[src/rtl/apu_pdm_rx_pkg.sv]
// Shared APU audio definitions: sample width, CIC order, decimation limits
// and the small arithmetic helpers used by the PDM receive path.
package apu_pdm_rx_pkg;

    localparam int APU_SAMPLE_W       = 16;
    localparam int APU_CIC_ORDER      = 3;
    localparam int APU_DECIM_LOG2_MIN = 3;
    localparam int APU_DECIM_LOG2_MAX = 6;
    localparam int APU_CLKDIV_MIN     = 2;
    localparam int APU_SETTLE_COUNT   = 3;

    function automatic int acc_width(input int max_log2);
        return 1 + APU_CIC_ORDER * max_log2;
    endfunction

    function automatic logic [2:0] clamp_decim(input logic [2:0] d, input int max_log2);
        if (int'(d) < APU_DECIM_LOG2_MIN) begin
            return 3'(APU_DECIM_LOG2_MIN);
        end else if (int'(d) > max_log2) begin
            return 3'(max_log2);
        end else begin
            return d;
        end
    endfunction

    function automatic logic signed [APU_SAMPLE_W-1:0] sat_sample(input logic signed [31:0] v);
        if (v > 32'sd32767) begin
            return 16'sh7fff;
        end else if (v < -32'sd32768) begin
            return 16'sh8000;
        end else begin
            return v[APU_SAMPLE_W-1:0];
        end
    endfunction

endpackage

[src/rtl/apu_cic3_decim.sv]
// Third-order CIC decimator: integrators at the bit rate, combs at the
// decimated rate, then scaling to a saturated signed 16-bit sample.
module apu_cic3_decim
    import apu_pdm_rx_pkg::*;
#(
    parameter int MAX_DECIM_LOG2 = APU_DECIM_LOG2_MAX
) (
    input  logic                           clk,
    input  logic                           rst_n,
    input  logic                           bit_en,
    input  logic                           data_bit,
    input  logic [2:0]                     decim_log2,
    input  logic                           clr,
    output logic                           out_en,
    output logic signed [APU_SAMPLE_W-1:0] out
);

    localparam int ACC_W = acc_width(MAX_DECIM_LOG2);

    logic [ACC_W-1:0]          integ1;
    logic [ACC_W-1:0]          integ2;
    logic [ACC_W-1:0]          integ3;
    logic [ACC_W-1:0]          dly1;
    logic [ACC_W-1:0]          dly2;
    logic [ACC_W-1:0]          dly3;
    logic [ACC_W-1:0]          comb1;
    logic [ACC_W-1:0]          comb2;
    logic [ACC_W-1:0]          comb3;
    logic [MAX_DECIM_LOG2-1:0] dcnt;
    logic [MAX_DECIM_LOG2-1:0] dcnt_last;
    logic                      fire;
    logic [2:0]                dl;
    logic [4:0]                cube_log2;
    logic signed [31:0]        mapped;
    logic signed [31:0]        scaled;

    assign dl        = clamp_decim(decim_log2, MAX_DECIM_LOG2);
    assign dcnt_last = MAX_DECIM_LOG2'((32'd1 << dl) - 32'd1);
    assign cube_log2 = 5'(dl) * 5'd3;

    // The bit is accumulated as 0/1 so the comb output spans 0..R**3 without
    // sign ambiguity in ACC_W bits; it is remapped to the +1/-1 domain below.
    always_ff @(posedge clk or negedge rst_n) begin
        if (!rst_n) begin
            integ1 <= '0;
            integ2 <= '0;
            integ3 <= '0;
            dly1   <= '0;
            dly2   <= '0;
            dly3   <= '0;
            dcnt   <= '0;
            fire   <= 1'b0;
        end else if (clr) begin
            integ1 <= '0;
            integ2 <= '0;
            integ3 <= '0;
            dly1   <= '0;
            dly2   <= '0;
            dly3   <= '0;
            dcnt   <= '0;
            fire   <= 1'b0;
        end else begin
            fire <= 1'b0;
            if (bit_en) begin
                integ1 <= integ1 + ACC_W'(data_bit);
                integ2 <= integ2 + integ1;
                integ3 <= integ3 + integ2;
                // >= keeps the counter wrapping if the ratio shrinks mid-run
                if (dcnt >= dcnt_last) begin
                    dcnt <= '0;
                    fire <= 1'b1;
                end else begin
                    dcnt <= dcnt + 1'b1;
                end
            end
            if (fire) begin
                dly1 <= integ3;
                dly2 <= comb1;
                dly3 <= comb2;
            end
        end
    end

    always_comb begin
        comb1 = integ3 - dly1;
        comb2 = comb1 - dly2;
        comb3 = comb2 - dly3;
    end

    // +1/-1 sum = 2*ones - R**3, then bring R**3 full scale onto 2**15.
    always_comb begin
        mapped = $signed((32'(comb3) << 1) - (32'd1 << cube_log2));
        if (cube_log2 > 5'd15) begin
            scaled = mapped >>> (cube_log2 - 5'd15);
        end else begin
            scaled = mapped <<< (5'd15 - cube_log2);
        end
    end

    assign out_en = fire;
    assign out    = sat_sample(scaled);

endmodule

[src/rtl/apu_pdm_rx.sv]
// PDM microphone receiver: drives pdm_clk, samples the mic's rising-edge
// channel, decimates through the CIC and presents samples on valid/ready.
module apu_pdm_rx
    import apu_pdm_rx_pkg::*;
#(
    parameter int MAX_DECIM_LOG2 = APU_DECIM_LOG2_MAX
) (
    input  logic                           clk,
    input  logic                           rst_n,
    input  logic                           en,
    input  logic [7:0]                     clkdiv,
    input  logic [2:0]                     decim_log2,
    output logic                           pdm_clk,
    input  logic                           pdm_data,
    output logic signed [APU_SAMPLE_W-1:0] sample,
    output logic                           sample_vld,
    input  logic                           sample_rdy,
    output logic                           overflow,
    input  logic                           overflow_clr
);

    // Stream handshake: sample/sample_vld hold until a cycle with
    // sample_vld && sample_rdy; that cycle is the transfer.

    logic [1:0]                     sync;
    logic [7:0]                     div_cnt;
    logic [7:0]                     div_reload;
    logic                           toggle;
    logic                           bit_en;
    logic                           cic_vld;
    logic signed [APU_SAMPLE_W-1:0] cic_out;
    logic [1:0]                     settle;

    always_ff @(posedge clk or negedge rst_n) begin
        if (!rst_n) begin
            sync <= 2'b00;
        end else begin
            sync <= {sync[0], pdm_data};
        end
    end

    assign div_reload = (clkdiv < 8'(APU_CLKDIV_MIN)) ? 8'(APU_CLKDIV_MIN) : clkdiv;
    assign toggle     = (div_cnt == 8'd0);
    // Falling pdm_clk edge: the mic's rising-edge channel has settled.
    assign bit_en     = en && toggle && pdm_clk;

    always_ff @(posedge clk or negedge rst_n) begin
        if (!rst_n) begin
            div_cnt <= 8'd0;
            pdm_clk <= 1'b0;
        end else if (!en) begin
            div_cnt <= 8'd0;
            pdm_clk <= 1'b0;
        end else if (toggle) begin
            div_cnt <= div_reload;
            pdm_clk <= ~pdm_clk;
        end else begin
            div_cnt <= div_cnt - 8'd1;
        end
    end

    apu_cic3_decim #(
        .MAX_DECIM_LOG2 (MAX_DECIM_LOG2)
    ) u_cic (
        .clk        (clk),
        .rst_n      (rst_n),
        .bit_en     (bit_en),
        .data_bit   (sync[1]),
        .decim_log2 (decim_log2),
        .clr        (!en),
        .out_en     (cic_vld),
        .out        (cic_out)
    );

    // The overflow set sits after the clear so a coincident drop wins.
    always_ff @(posedge clk or negedge rst_n) begin
        if (!rst_n) begin
            sample     <= '0;
            sample_vld <= 1'b0;
            settle     <= 2'd0;
            overflow   <= 1'b0;
        end else begin
            if (overflow_clr) begin
                overflow <= 1'b0;
            end
            if (!en) begin
                sample_vld <= 1'b0;
                settle     <= 2'd0;
            end else begin
                if (sample_vld && sample_rdy) begin
                    sample_vld <= 1'b0;
                end
                if (cic_vld) begin
                    if (settle != 2'(APU_SETTLE_COUNT)) begin
                        settle <= settle + 2'd1;
                    end else if (sample_vld && !sample_rdy) begin
                        overflow <= 1'b1;
                    end else begin
                        sample     <= cic_out;
                        sample_vld <= 1'b1;
                    end
                end
            end
        end
    end

endmodule

[config.mk]
export PLATFORM = sky130hd
export DESIGN_NAME = apu_pdm_rx
export DESIGN_NICKNAME = d
export VERILOG_FILES = /design/src/rtl/apu_pdm_rx_pkg.sv /design/src/rtl/apu_cic3_decim.sv /design/src/rtl/apu_pdm_rx.sv
export SDC_FILE = /design/constraint.sdc
export NUM_CORES = 1
export LEC_CHECK = 0
export CORE_MARGIN = 8
export CORE_UTILIZATION = 35
export DETAILED_ROUTE_END_ITERATION = 16
export GPL_TIMING_DRIVEN = 1
export SETUP_SLACK_MARGIN = 0.02
export SLEW_MARGIN = 15
export SYNTH_ARGS = -nofsm -noshare
export SYNTH_HDL_FRONTEND = slang
export SYNTH_SLANG_ARGS = --single-unit
[constraint.sdc]
create_clock -name clk -period 11.45 [get_ports clk]
set_clock_uncertainty 0.05 [all_clocks]
set_input_delay 2.29 -clock clk [delete_from_list [all_inputs] [get_ports clk]]
set_output_delay 2.29 -clock clk [all_outputs]
set_load 0.005 [all_outputs]
==> results.toml, run 1 <==
[final_layout]
area_growth_pct = 9.89
design_area_um2 = 16100
final_common_cell = "dfrtp_1"
layout_common_cells = "151 x dfrtp_1, 139 x nor2_1, 135 x nand2_1"
drive_gt1_frac = 0.0666
multi_input_area_um2 = 10100
diodes = 0
fillCellCount = 4276
nNetsFinal = 1912
final-seq-area_um2 = 3800

[floorplan]
ioPinCount = 36
num_rows = 75
start_util = 0.353
fp.dieW_um = 221
die_area_um2 = 48800
die_h_um = 221
core_um2 = 41700

[grt]
track_usage = 0.163
grt_overflow = 0
grt_pass1_wl_um = 66900
grt_antenna_before_repair = 0
grt_start_max_net_pins = 96
grt_pass1_vias = 13000

[clock_network]
holdBufCountCts = 0
cts_tree = "done"
htreeDepth = 4
cts_resized = 0
ctsRootBufferMaster = "clkbuf_16"
cts_buffers = 17
clk-insertion-delay-late_ns = 0.44
clk_pin_slew_ns = 0.07
postCtsSetupRepairBufs = 0
cts_sinks = 152
clockBufferDepth = 2

[worst_setup_path]
timing.rr.end = "sample[0]"
r2r_cells = 37
worst-setup-path-type = "reg2reg"
end_kind = "register"
timing.rr.start = "u_cic.integ3[1]"
cp-start-kind = "register"
crit_slowest_cell = "or4_4"
cp_max_fo = 15
path_common_cell = "o21ai_0"
max_stage_delay_ns = 0.55
critical_path_required_ns = 11.69
crit_arrival_ns = 9.87
reg2reg_slack_ns = 1.82

[placed_design]
dp_slack_ns = 1.89
dpl_cell_area_um2 = 15500
port_buffers = 35
finalWeightedCongestion = 0.924
dp_hpwl_um = 30300

[drt]
drt_wl_total_um = 40400
vias = 13000
drt_drc_violations_left = 0
routedWlPerCell_um = 17.4
drt_iter0_drc = 889
vias_per_cell = 5.59
drtAntennaViolNets = 0
dr.pass1.iters = 5

[flow_run]
maxCapViolCount = 0

[timing]
timing.final.hold_violations = 0
worstMarginPinSlew_ns = 1.11
worst_slack_ns = 1.82
setup_viol = 0
fin_crit_sh = 0.841
tns_ns = 0
fin_hold_ws_ns = 0.305
min_period_ns = 9.63
max_freq_mhz = 104
max_slew_margin = 0.250
rsz0062_at_grt = "false"
drv_slew = 0

[yosys]
ys.flop_type = "dfrtp_1"
synth_edf_count = 0
synth_cell_type_count = 99
async_flop_share = 1.00
synth_fp_nets = 1923
synth_area_um2 = 14700
synth_seq_area_share = 0.259
syn-instance-count = 1785
synth-seq-cells = 152
ys_warn_count = 0
avgSynthCellArea_um2 = 8.23

[hold_path]
min_path_type = "reg2reg"
min_from = "sync[0]"
whs_path_depth = 0
hold_end = "sync[1]"

[run_status]
status = "finished clean"
## worst max-delay path by stage
stage / startpoint / to / slack [ns] / depth (start not counted)
6_report: u_cic.integ3[1] / sample[0] / 1.82 / 37
3_5_place_dp: u_cic.integ3[1] / sample[0] / 1.89 / 37
2_1_floorplan: decim_log2[1] / sample[10] / 3.06 / 29
4_1_cts: u_cic.integ3[1] / sample[3] / 1.83 / 37
5_1_grt: u_cic.integ3[1] / sample[3] / 1.01 / 36
3_3_place_gp: u_cic.dly1[1] / sample[0] / 1.93 / 38
## critical path, delay by kind of cell, from the launching register on
| kind | cells | cell delay [ns] |
|---|---|---|
| AO/OA/AOI/OAI | 19 | 4.31 |
| multiplexers | 1 | 0.24 |
| flip-flops | 1 | 0.45 |
| XOR/XNOR | 3 | 0.49 |
| AND/OR/NAND/NOR | 9 | 2.50 |
| adder cells (fa/ha/maj) | 4 | 1.34 |
| buffers and inverters | 1 | 0.08 |
## metal layers
metal / share of wire / GRT usage / up-vias
li1: - / - / 6464
met1: 0.44 / 0.200 / 6237
met2: 0.49 / 0.286 / 243
met3: 0.036 / 0.0239 / 68
met4: 0.031 / 0.0626 / 0
met5: 0 / 0 / -
## per-stage QoR
| step | util | cells |
|---|---|---|
| floorplan | - | 1785 |
| global placement | 0.372 | 2294 |
| detailed placement | 0.372 | 2294 |
| CTS | 0.387 | 2326 |
| global route | 0.387 | 2326 |
| finish | 0.387 | 2326 |
## state kept, by name (all words and copies together) (netlist names)
signal        flops
div_cnt           8
overflow          1
pdm_clk           1
sample           16
sample_vld        1
settle            2
sync              2
u_cic.dcnt        6
u_cic.dly1       19
u_cic.dly2       19
u_cic.dly3       19
u_cic.integ1     19
u_cic.integ2     19
u_cic.integ3     19
u_cic.out_en      1
## cells in the mapped netlist, types with 5 or more instances
| cell type | number | area share |
|---|---|---|
| xor2_1 | 36 | 0.021 |
| a21o_1 | 31 | 0.016 |
| clkbuf_1 | 56 | 0.014 |
| buf_2 | 9 | 0.0031 |
| o211ai_1 | 15 | 0.0077 |
| nand2_1 | 135 | 0.034 |
| a31o_2 | 6 | 0.0036 |
| o22ai_2 | 12 | 0.010 |
| or2_2 | 8 | 0.0034 |
| o21bai_1 | 22 | 0.011 |
| or4_1 | 9 | 0.0046 |
| nor2b_1 | 65 | 0.028 |
| nor3_1 | 44 | 0.015 |
| a31oi_1 | 20 | 0.0085 |
| a221oi_1 | 6 | 0.0036 |
| and3_1 | 18 | 0.0077 |
| ha_1 | 116 | 0.099 |
| and2_1 | 32 | 0.014 |
| nand4_1 | 14 | 0.0060 |
| inv_1 | 104 | 0.027 |
| mux2i_1 | 71 | 0.048 |
| o211a_1 | 13 | 0.0089 |
| o2111a_1 | 5 | 0.0038 |
| nor2_1 | 139 | 0.036 |
| o221ai_1 | 8 | 0.0048 |
| nand3_1 | 65 | 0.022 |
| a211o_1 | 10 | 0.0060 |
| a2111oi_0 | 9 | 0.0054 |
| a211oi_1 | 24 | 0.012 |
| dfrtp_1 | 152 | 0.26 |
| nand2b_1 | 26 | 0.011 |
| nor3b_1 | 7 | 0.0036 |
| o31ai_1 | 15 | 0.0077 |
| buf_1 | 17 | 0.0043 |
| o22ai_1 | 23 | 0.0098 |
| o21a_1 | 19 | 0.0097 |
| fa_1 | 5 | 0.0068 |
| a21boi_0 | 13 | 0.0066 |
| nor4_1 | 7 | 0.0030 |
| xnor2_1 | 73 | 0.044 |
| or3_1 | 13 | 0.0055 |
| o21ai_0 | 116 | 0.040 |
| a21oi_1 | 102 | 0.035 |
## final cells by class
| type | count | share of cell area |
|---|---|---|
| Multi-Input combinational cell | 1439 | 0.627 |
| Sequential cell | 152 | 0.236 |
| Tap cell | 539 | 0.0418 |
| Timing Repair Buffer | 57 | 0.0319 |
| Inverter | 107 | 0.0249 |
| Clock buffer | 19 | 0.0268 |
| Clock inverter | 13 | 0.0119 |
## kinds of logic after synthesis
family | synth area share
XOR/XNOR | 0.0680
adder cells (fa/ha/maj) | 0.106
buffers and inverters | 0.0526
AO/OA/AOI/OAI | 0.249
flip-flops | 0.259
AND/OR/NAND/NOR | 0.210
multiplexers | 0.0560
Power of run 1 is not shown: default switching activity piles up to over one toggle a cycle in this logic, so the estimate is an artifact.
==> run 2, diff against run 1 <==
Clock period 11.45 ns to 8.7 ns, I/O delays scaled along.
==> results.toml, run 2 (same netlist as run 1, synthesis figures left out) <==
[run_status]
status = "finished clean"

[placed_design]
dp_hpwl_um = 30300
finalWeightedCongestion = 0.925
port_buffers = 35
dp.cells = 2356
dpl_cell_area_um2 = 16000

[clock_network]
cts_tree = "done"
cts_buffers = 17
clk_pin_slew_ns = 0.07
htreeDepth = 4
cts_sinks = 152
ctsRootBufferMaster = "clkbuf_16"
clk-insertion-delay-late_ns = 0.43
clockBufferDepth = 2

[drt]
wl_met1_um = 18600
vias = 13300
top_layer = "met4"
met3WireLength_um = 1130
dr.pass1.iters = 5
met2_length_um = 19300
drt_drc_violations_left = 0
drtAntennaViolNets = 0
vias_per_cell = 5.54
routedWlPerCell_um = 16.8
drt_wl_total_um = 40200
drt_iter0_drc = 838

[worst_setup_path]
max_stage_delay_ns = 0.49
r2r_cells = 38
crit_slowest_cell = "or4_1"
path_common_cell = "ha_1"
critical_path_required_ns = 9.00
cp-start-kind = "register"
end_kind = "register"
cp_max_fo = 15
worst-setup-path-type = "reg2reg"
crit_arrival_ns = 8.61

[timing]
timing.final.hold_violations = 0
max_freq_mhz = 120
fin_hold_ws_ns = 0.313
setup_viol = 0
min_period_ns = 8.31
max_slew_margin = 0.322
fin_crit_sh = 0.955
worstMarginPinSlew_ns = 1.00
tns_ns = 0
drv_slew = 0

[grt]
grt_overflow = 0
grt_pass1_wl_um = 67400
grt_antenna_before_repair = 0
track_usage = 0.163
grt_start_max_net_pins = 98
grt_pass1_vias = 13300

[final_layout]
instances_no_fill = 2394
drive_gt1_frac = 0.120
layout_common_cells = "151 x dfrtp_1, 138 x nor2_1, 135 x nand2_1"
design_area_um2 = 16900
nNetsFinal = 1980
final_common_cell = "dfrtp_1"
area_growth_pct = 14.7
diodes = 0

[floorplan]
num_rows = 75
fp.dieW_um = 221
start_util = 0.353
core_um2 = 41700
die_area_um2 = 48800
ioPinCount = 36
die_h_um = 221

[hold_path]
whs_path_depth = 0
min_path_type = "reg2reg"

[flow_run]
maxCapViolCount = 0
run 2: critical path, delay by kind of cell (launching register included):
kind | cells | cell delay [ns]
and+or+nand+nor | 11 | 2.53
AOI/OAI and AO/OA | 15 | 2.45
adders and majority gates | 5 | 1.59
xor gates and xnor gates | 3 | 0.52
buffers and inverters | 3 | 0.43
DFF | 1 | 0.38
muxes | 1 | 0.27
run 2: timing repair:
| action | CTS | global route |
|---|---|---|
| pin swaps | 2 | 14 |
| hold endpoints to repair | 0 | 0 |
| hold buffers | 0 | 0 |
| endpoints found under the setup margin | 15 | 16 |
| gates resized for setup | 7 | 53 |
| buffers inserted | 1 | 5 |
run 2: through the flow:
| step | util | setup WS, ns |
|---|---|---|
| 3_5_place_dp | 0.385 | -0.0353 |
| 4_1_cts | 0.399 | 0.0232 |
| 5_1_grt | 0.405 | -0.0228 |
| 2_1_floorplan | - | 0.647 |
| 3_3_place_gp | 0.385 | 0.0722 |
| 6_report | 0.405 | 0.391 |
run 2: metal layers:
metal | track usage | vias to the layer above
li1 | - | 6586
met1 | 0.206 | 6370
met2 | 0.280 | 228
met3 | 0.0220 | 70
met4 | 0.0590 | 0
met5 | 0 | -
run 2: worst paths after layout:
path | from | end | slack (ns)
max in group asynchronous | rst_n | u_cic.dly2[8] | 5.87
worst max-delay path | u_cic.dly1[0] | sample[0] | 0.39
min in group asynchronous | rst_n | pdm_clk | 1.34
worst max register to register | u_cic.dly1[0] | sample[0] | 0.39
worst min-delay path | sync[0] | sync[1] | 0.31
worst min register to register | sync[0] | sync[1] | 0.31
run 2: layout make-up:
cell class / count / area (µm²)
Clock buffer: 21 / 470
Clock inverter: 11 / 113
Fill cell: 4286 / 24800
Inverter: 107 / 402
Multi-Input combinational cell: 1439 / 10300
Sequential cell: 152 / 3800
Tap cell: 539 / 674
Timing Repair Buffer: 125 / 1060
Power of run 2 is left out for the same reason.
